<file path="config.mk">
export PLATFORM = sky130hd
export DESIGN_NAME = bg_ram_arbiter_flat
export DESIGN_NICKNAME = d
export VERILOG_FILES = /design/src/rtl/bg_ram_arbiter_if.sv /design/src/rtl/bg_ram_arbiter.sv /design/src/flat_wrapper.sv
export SDC_FILE = /design/constraint.sdc
export NUM_CORES = 1
export LEC_CHECK = 0
export CAP_MARGIN = 20
export CORE_MARGIN = 2
export CORE_UTILIZATION = 25
export DETAILED_ROUTE_END_ITERATION = 7
export MAX_ROUTING_LAYER = met4
export PLACE_DENSITY = 0.46
export REMOVE_ABC_BUFFERS = 1
export SLEW_MARGIN = 20
export SYNTH_ARGS = -nofsm -noshare
export SYNTH_HDL_FRONTEND = slang
export SYNTH_SLANG_ARGS = --single-unit
</file>
<file path="constraint.sdc">
create_clock -name clk -period 6.05 [get_ports clk]
set_input_delay 1.5125 -clock clk [delete_from_list [all_inputs] [get_ports clk]]
set_output_delay 1.5125 -clock clk [all_outputs]
set_load 0.05 [all_outputs]
</file>
<file path="src/rtl/bg_ram_arbiter_if.sv">
// Bundle of display, query and frame-RAM signals shared by the background RAM arbiter.
// The slave modport faces the arbiter; the master modport faces the surrounding system.
interface bg_ram_arbiter_if;
    logic        pix_en;
    logic        active;
    logic [9:0]  DrawX;
    logic [9:0]  DrawY;
    logic [23:0] disp_rgb;
    logic        disp_valid;
    logic        q_req;
    logic [9:0]  q_x;
    logic [9:0]  q_y;
    logic        q_busy;
    logic        q_ack;
    logic [23:0] q_rgb;
    logic        q_err;
    logic [18:0] ram_addr;
    logic [23:0] ram_data;

    modport slave (
        input  pix_en, active, DrawX, DrawY, q_req, q_x, q_y, ram_data,
        output disp_rgb, disp_valid, q_busy, q_ack, q_rgb, q_err, ram_addr
    );

    modport master (
        output pix_en, active, DrawX, DrawY, q_req, q_x, q_y, ram_data,
        input  disp_rgb, disp_valid, q_busy, q_ack, q_rgb, q_err, ram_addr
    );
endinterface

</file>
<file path="src/rtl/bg_ram_arbiter.sv">
// Shares one background frame RAM read port between the display pipeline and game-logic
// point queries; display reads always win, queries use the remaining slots.
module bg_ram_arbiter (
    input logic             clk,
    input logic             rst,
    bg_ram_arbiter_if.slave bus
);

    typedef enum logic [2:0] {IDLE, CHECK, PEND, WAIT1, WAIT2, DONE} qState_t;

    localparam logic SRC_DISP  = 1'b0;
    localparam logic SRC_QUERY = 1'b1;

    qState_t     state_q, state_d;
    logic [9:0]  qX_q, qX_d, qY_q, qY_d;
    logic [18:0] ramAddr_q, ramAddr_d;
    logic        tag1Valid_q, tag1Valid_d, tag1Src_q, tag1Src_d;
    logic        tag2Valid_q, tag2Src_q;
    logic [23:0] dispRgb_q, dispRgb_d;
    logic        dispValid_q, dispValid_d;
    logic [23:0] qRgb_q, qRgb_d;
    logic        qErr_q, qErr_d;

    logic        dispSlot;
    logic        queryIssue;
    logic [18:0] dispAddr;
    logic [18:0] qAddr;

    // y*640 + x built from shifts: y*512 + y*128 + x
    function automatic logic [18:0] pixAddr(input logic [9:0] x, input logic [9:0] y);
        return {y, 9'b0} + {2'b0, y, 7'b0} + {9'b0, x};
    endfunction

    assign dispSlot   = bus.pix_en & bus.active;
    assign dispAddr   = pixAddr(bus.DrawX, bus.DrawY);
    assign qAddr      = pixAddr(qX_q, qY_q);
    assign queryIssue = (state_q == PEND) && !dispSlot;

    always_comb begin
        state_d = state_q;
        qX_d    = qX_q;
        qY_d    = qY_q;
        qRgb_d  = qRgb_q;
        qErr_d  = qErr_q;
        case (state_q)
            IDLE: begin
                if (bus.q_req) begin
                    qX_d    = bus.q_x;
                    qY_d    = bus.q_y;
                    state_d = CHECK;
                end
            end
            CHECK: begin
                if (qX_q >= 10'd640 || qY_q >= 10'd480) begin
                    qRgb_d  = 24'd0;
                    qErr_d  = 1'b1;
                    state_d = DONE;
                end else begin
                    state_d = PEND;
                end
            end
            PEND: begin
                if (!dispSlot) state_d = WAIT1;
            end
            WAIT1: state_d = WAIT2;
            WAIT2: begin
                qRgb_d  = bus.ram_data;
                qErr_d  = 1'b0;
                state_d = DONE;
            end
            DONE:    state_d = IDLE;
            default: state_d = IDLE;
        endcase
    end

    // Issue mux plus the tag pipe that tells the capture stage who owns ram_data
    always_comb begin
        ramAddr_d   = ramAddr_q;
        tag1Valid_d = 1'b0;
        tag1Src_d   = SRC_DISP;
        if (dispSlot) begin
            ramAddr_d   = dispAddr;
            tag1Valid_d = 1'b1;
        end else if (queryIssue) begin
            ramAddr_d   = qAddr;
            tag1Valid_d = 1'b1;
            tag1Src_d   = SRC_QUERY;
        end
        dispRgb_d   = dispRgb_q;
        dispValid_d = 1'b0;
        if (tag2Valid_q && tag2Src_q == SRC_DISP) begin
            dispRgb_d   = bus.ram_data;
            dispValid_d = 1'b1;
        end
    end

    always_ff @(posedge clk) begin
        if (rst) begin
            state_q     <= IDLE;
            qX_q        <= 10'd0;
            qY_q        <= 10'd0;
            ramAddr_q   <= 19'd0;
            tag1Valid_q <= 1'b0;
            tag1Src_q   <= SRC_DISP;
            tag2Valid_q <= 1'b0;
            tag2Src_q   <= SRC_DISP;
            dispRgb_q   <= 24'd0;
            dispValid_q <= 1'b0;
            qRgb_q      <= 24'd0;
            qErr_q      <= 1'b0;
        end else begin
            state_q     <= state_d;
            qX_q        <= qX_d;
            qY_q        <= qY_d;
            ramAddr_q   <= ramAddr_d;
            tag1Valid_q <= tag1Valid_d;
            tag1Src_q   <= tag1Src_d;
            tag2Valid_q <= tag1Valid_q;
            tag2Src_q   <= tag1Src_q;
            dispRgb_q   <= dispRgb_d;
            dispValid_q <= dispValid_d;
            qRgb_q      <= qRgb_d;
            qErr_q      <= qErr_d;
        end
    end

    assign bus.ram_addr   = ramAddr_q;
    assign bus.disp_rgb   = dispRgb_q;
    assign bus.disp_valid = dispValid_q;
    assign bus.q_busy     = (state_q != IDLE);
    assign bus.q_ack      = (state_q == DONE);
    assign bus.q_rgb      = qRgb_q;
    assign bus.q_err      = qErr_q;

endmodule

</file>
<file path="src/flat_wrapper.sv">
// flat-port wrapper written by rule: the top's interface ports become plain ports
module bg_ram_arbiter_flat 
  (clk, rst, bus_pix_en, bus_active, bus_DrawX, bus_DrawY, bus_q_req, bus_q_x, bus_q_y, bus_ram_data, bus_disp_rgb, bus_disp_valid, bus_q_busy, bus_q_ack, bus_q_rgb, bus_q_err, bus_ram_addr);
  bg_ram_arbiter_if bus_i ();
  input logic clk;
  input logic rst;
  input wire logic [$bits(bus_i.pix_en)-1:0] bus_pix_en;
  input wire logic [$bits(bus_i.active)-1:0] bus_active;
  input wire logic [$bits(bus_i.DrawX)-1:0] bus_DrawX;
  input wire logic [$bits(bus_i.DrawY)-1:0] bus_DrawY;
  input wire logic [$bits(bus_i.q_req)-1:0] bus_q_req;
  input wire logic [$bits(bus_i.q_x)-1:0] bus_q_x;
  input wire logic [$bits(bus_i.q_y)-1:0] bus_q_y;
  input wire logic [$bits(bus_i.ram_data)-1:0] bus_ram_data;
  output wire logic [$bits(bus_i.disp_rgb)-1:0] bus_disp_rgb;
  output wire logic [$bits(bus_i.disp_valid)-1:0] bus_disp_valid;
  output wire logic [$bits(bus_i.q_busy)-1:0] bus_q_busy;
  output wire logic [$bits(bus_i.q_ack)-1:0] bus_q_ack;
  output wire logic [$bits(bus_i.q_rgb)-1:0] bus_q_rgb;
  output wire logic [$bits(bus_i.q_err)-1:0] bus_q_err;
  output wire logic [$bits(bus_i.ram_addr)-1:0] bus_ram_addr;
  assign bus_i.pix_en = bus_pix_en;
  assign bus_i.active = bus_active;
  assign bus_i.DrawX = bus_DrawX;
  assign bus_i.DrawY = bus_DrawY;
  assign bus_i.q_req = bus_q_req;
  assign bus_i.q_x = bus_q_x;
  assign bus_i.q_y = bus_q_y;
  assign bus_i.ram_data = bus_ram_data;
  assign bus_disp_rgb = bus_i.disp_rgb;
  assign bus_disp_valid = bus_i.disp_valid;
  assign bus_q_busy = bus_i.q_busy;
  assign bus_q_ack = bus_i.q_ack;
  assign bus_q_rgb = bus_i.q_rgb;
  assign bus_q_err = bus_i.q_err;
  assign bus_ram_addr = bus_i.ram_addr;
  bg_ram_arbiter u_core (.clk(clk), .rst(rst), .bus(bus_i));
endmodule
</file>
**After elaboration in Yosys (flattened, before gate mapping)**

Index checks and enable logic that the tools add are counted.

- Magnitude comparators: 2
- $mul: 0
- Add/sub/neg operators: 4
- Bitwise gates (word level): 2
- Reductions and logical operators: 12
- Multiplexer cells: 13
- Shift operators: 0
- Equality and inequality tests: 8
- Div/mod/pow operators: 0

Operators by type and width:

| kind | count |
|---|---|
| $pmux W24 S2 | 1 |
| $add A19 B10 Y19 | 2 |
| $add A19 B17 Y19 | 2 |
| $mux W19 | 2 |
| $mux W24 | 1 |
| $pmux W3 S5 | 1 |
| $ge A10 B10 Y1 const B | 1 |
| $ge A10 B9 Y1 const B | 1 |
| $mux W3 | 3 |
| $eq A3 B2 Y1 const B | 2 |
| $eq A3 B3 Y1 const B | 2 |
| $reduce_and A2 Y1 | 3 |
| $mux W1 | 4 |
| $ne A2 B2 Y1 const B | 2 |
| $reduce_bool A2 Y1 | 2 |
| $eq A3 B1 Y1 const B | 1 |
| $logic_not A3 Y1 | 1 |
| $reduce_bool A3 Y1 | 1 |
| $logic_and A1 B1 Y1 | 2 |
| $ne A2 B1 Y1 const B | 1 |
| $pmux W1 S2 | 1 |
| $reduce_or A2 Y1 | 1 |
| $and A1 B1 Y1 | 1 |
| $logic_not A1 Y1 | 1 |
| 2 further kinds | 2 |

- Memories: 0
- Bits of input ports: 69
- Output and inout bits: 71
- Bits in latches: 0
- Memory bits (read-only): 0
- RAM bits: 0
- Register bits after elaboration: 96

**Logic depth before layout (Yosys ltp)**

- Depth after elaboration: 5
- Depth in mapped cells: 10
- Depth with buffers taken out: 10

**Least setup slack after synthesis**

OpenSTA, ideal clock, no wires.

- Path kind: input to register
- From: in bus_DrawY[0]
- To: reg u_core.ramAddr_q[18] (netlist: u_core.bus.ram_addr[18])
- Data required time: 5963 ps
- Data arrival time: 3504 ps
- Buffers on the path: 0
- Stages on the path: 10
- Setup slack: 2459 ps
- Library setup time: 87 ps
- Cells stage by stage: inv_1 > fa_1 > inv_1 > fa_1 > a211oi_1 > o21ai_1 > a21oi_1 > o31ai_1 > xnor2_1 > a221oi_2

- Longest elaborated chain between the ends: 3

Ends and longest elaborated chain:

| element | RTL line | RTL |
|---|---|---|
| start: declaration | flat_wrapper.sv:10 | `input wire logic [$bits(bus_i.DrawY)-1:0] bus_DrawY;` |
| $add A19 B17 Y19 | bg_ram_arbiter.sv:31 | `return {y, 9'b0} + {2'b0, y, 7'b0} + {9'b0, x};` |
| $add A19 B10 Y19 | bg_ram_arbiter.sv:31 |  |
| $mux W19 | bg_ram_arbiter.sv:81 | `if (dispSlot) begin` |
| end signal: assignment | bg_ram_arbiter.sv:115 | `ramAddr_q <= ramAddr_d;` |
| end: declaration | bg_ram_arbiter.sv:16 | `logic [18:0] ramAddr_q, ramAddr_d;` |

Every way passes these cells.
A chain may end at the register's enable or synchronous reset.

**Worst setup path after layout**

- From: in bus_DrawY[0]
- To: reg u_core.ramAddr_q[16] (netlist: u_core.bus.ram_addr[16])

Same word-level chain as after synthesis.

==> out/qor.csv <==
stage;metric;value;unit
power;leakage power;2.48;nW
floorplanning;die height;139;um
worst_setup_path;worst path bufs/invs;3;
floorplanning;# rows;49;
worst_setup_path;Worst Setup EP;u_core.bus.ram_addr[16];
cells_and_area;Layout area overhead;41.5;%
power;Worst VDD drop;0.000133;V
cts;CTS Buffer Depth;2;
routing;detailed router's first-iteration violation count;155;
synth;Synth cell types;47;
cts;Clock Root Buffer;clkbuf_16;
sta;Worst-Margin Slew;1.01;ns
worst_setup_path;Crit path depth;11;
sta;Fin. Hold Viols;0;
sta;worst hold slack;0.452;ns
worst_setup_path;worst-case reg-to-reg path depth;10;
global_route;vias in the first global route;4130;
synth;post-synthesis cell count;530;
global_route;global route overflow;0;
cells_and_area;share of cells above drive strength 1;4.56;%
worst_setup_path;critical path startpoint category;input pin;
synth;Post-synth EDFFs;0;
sta;Setup TNS;0;ns
worst_hold_path;Hold Startpoint;u_core.tag1Valid_q;
worst_setup_path;critical path's slowest cell;fa_1;
global_route;initial antenna violation count;0;
cts;htree depth;3;
cts;post-cts resize count;0;
synth;synthesized area;0.00457;mm2
cts;CTS tree;done;
worst_setup_path;flop-to-flop setup slack;3.21;ns
cells_and_area;Register Area;0.00192;mm2
routing;DR vias;4159;
cells_and_area;Layout fillers;1869;
synth;Seq/Total Area, Yosys;42.0;%
worst_setup_path;crit path DAT;4.20;ns
floorplanning;die area;0.0194;mm2
sta;Layout Skew;0.00639;ns
synth;register bit total from synthesis;96;
floorplanning;Die X;139;um
cells_and_area;Nets;764;
sta;Final Critical Period;3.96;ns
routing;remaining antenna violation count;0;
placed_design;placed insts;871;
cells_and_area;area of the multi-input gates;0.00247;mm2
worst_setup_path;Crit. End Element;flop;
synth;YS warnings;0;
worst_setup_path;r2r startpoint;u_core.qY_q[0];
cells_and_area;ANT cells;0;
cts;CTS sink count;96;
cts;worst skew pair latency;0.35;ns
job;max-cap violations;0;
cts;CTS buffer count;9;
worst_setup_path;Top delay family on crit path;adder cells;
routing;vias per cell;4.69;
cells_and_area;Layout Cells excl Fill;887;
floorplanning;CORE AREA;0.0180;mm2
worst_setup_path;worst path cell trace;clkdlybuf4s50_1, inv_1, fa_1, inv_1, fa_1, a211oi_1, o21ai_1, a21oi_1, nor2_1, xnor2_1, a221oi_1;
sta;FMAX;253;MHz
global_route;first-pass GRT wire length;21400;um
placed_design;Port Buffer Count;139;
floorplanning;I/O pin count;140;
worst_setup_path;critical path launch point;bus_DrawY[0];
sta;Final period util;65.4;%
routing;first-pass iteration count of the detailed router;4;
worst_setup_path;critical path's largest stage delay;0.53;ns
worst_setup_path;CP Class;in2reg;
routing;Avg WL per Cell;14.8;um
cts;Post-CTS Setup Repair Bufs;0;
cts;Hold Buf Count CTS;0;
power;P per Cell Area;312;mW/mm2
sta;RSZ-0062 raised after global routing;no;
global_route;largest net degree at the start of global routing;74;
routing;total routed wirelength;13100;um
worst_setup_path;worst r2r dst;u_core.bus.ram_addr[16];
sta;Final Setup Violations;0;
placed_design;post-DP HPWL;9590;um
floorplanning;Starting Density;25.5;%
synth;Post-synth top flop;dfxtp_1;
cts;CTS clock-pin slew for the worst setup and hold paths;0.07;ns
routing;DRC violations left;0;
worst_setup_path;worst-path fanout max;3;
synth;Mean Syn Cell Area;8.63;um2
placed_design;Placer Congestion;0.767;
sta;relative slew slack;32.5;%
sta;Final Max Tran Viols;0;
worst_setup_path;Crit path required time;6.29;ns
global_route;GRT Overall Usage;14.1;%
outcome;status;completed;
synth;async set-reset flop share out of synthesis;0;%
worst_hold_path;Hold WC Path Type;reg2reg;
## cells in the mapped netlist, drive strengths merged (4+ instances only)
| master | instances | area share (%) |
|---|---|---|
| nand2 | 121 | 9.9 |
| dfxtp | 96 | 42 |
| a21oi | 64 | 7.0 |
| ha | 38 | 10 |
| nor2 | 27 | 2.2 |
| a22o | 24 | 4.6 |
| clkbuf | 24 | 2.0 |
| inv | 17 | 1.4 |
| o21ai | 14 | 1.7 |
| a211oi | 13 | 2.4 |
| a311oi | 11 | 2.1 |
| buf | 8 | 0.88 |
| xnor2 | 7 | 1.3 |
| xor2 | 6 | 1.1 |
| a21o | 5 | 0.82 |
| fa | 4 | 1.8 |
| nand3 | 4 | 0.44 |
| nor2b | 4 | 0.55 |
| o21a | 4 | 0.66 |
## worst min path at each step
stage | endpoint | cells past startpoint
after CTS | u_core.tag2Valid_q | 1
after global placement | u_core.tag2Valid_q | 1
after global routing | u_core.tag2Src_q | 1
after floorplan | u_core.tag2Src_q | 1
final | u_core.tag2Valid_q | 1
after detailed placement | u_core.tag2Valid_q | 1
## area by class of cell
type	instances	area share, %
inverters	17	0.986
repair buffers	144	22.0
well taps	229	4.43
clock inverters	6	1.14
multi-input cells	385	38.2
clock buffers	10	3.54
flip-flops and latches	96	29.7
## state kept, by name, indices dropped and copies added (netlist names)
name	flops
u_core.bus.disp_rgb	24
u_core.bus.q_rgb	24
u_core.bus.ram_addr	19
u_core.qX_q	10
u_core.qY_q	10
u_core.state_q	3
u_core.bus.disp_valid	1
u_core.bus.q_err	1
u_core.tag1Src_q	1
u_core.tag1Valid_q	1
u_core.tag2Src_q	1
u_core.tag2Valid_q	1
## logic make-up after synthesis
| family | after synthesis | synth area share [%] |
|---|---|---|
| AO/OA/AOI/OAI | 154 | 22.8 |
| XOR/XNOR | 13 | 2.49 |
| adder cells (fa/ha/maj) | 42 | 12.1 |
| buffers and inverters | 49 | 4.24 |
| flip-flops | 96 | 42.0 |
| multiplexers | 2 | 0.438 |
| AND/OR/NAND/NOR | 174 | 15.9 |
## where the power goes
| part | internal (mW) | switching (mW) | total, mW |
|---|---|---|---|
| clock | 0.327 | 0.266 | 0.593 |
| combinational | 0.251 | 0.416 | 0.667 |
| sequential | 0.699 | 0.0623 | 0.761 |
| total | 1.28 | 0.744 | 2.02 |
## layout by cell type, fill, tap and decap left out, types with 2 or more instances in the layout
master,netlist,final
fa_1,4,4
ha_1,38,38
xor2_1,6,6
a21oi_1,64,64
a221oi_1,2,2
buf_4,0,5
inv_6,0,2
clkbuf_16,0,9
nand2_1,121,121
a2111oi_0,3,3
a211o_1,2,2
a211oi_1,11,11
and3_1,3,3
nand3_1,4,4
nor2b_1,4,4
o21a_1,4,4
dfxtp_1,96,96
a31oi_1,2,2
a22o_1,24,24
a21o_1,5,5
inv_1,17,17
o21ai_1,5,5
a311oi_1,11,11
mux2i_1,2,2
clkdlybuf4s50_1,0,138
a211oi_2,2,2
nor3_1,3,3
o31ai_1,2,2
nor2_1,27,26
clkinvlp_4,0,2
o21ai_2,2,2
o21ai_0,7,7
and2_1,2,2
xnor2_1,7,7
nand2b_1,3,3
## routing by layer
layer	up-vias	global-route usage, %	routed length [um]
li1	2099	-	-
met5	-	-	0
met3	11	3.23	589
met4	0	3.35	129
met2	122	21.3	5710
met1	1927	19.1	6680
## stage by stage
stage	total power [mW]	cell area, um2	util (%)	setup WS, ns
after CTS	2.06	6470	36.0	2.14
after detailed placement	1.45	6160	34.3	1.79
final	2.02	6470	36.0	2.09
after global placement	1.45	6160	34.3	1.78
after floorplan	1.20	4440	-	2.46
after global routing	2.16	6470	36.0	1.94
Note: power is estimated with default switching activity, not from simulation.
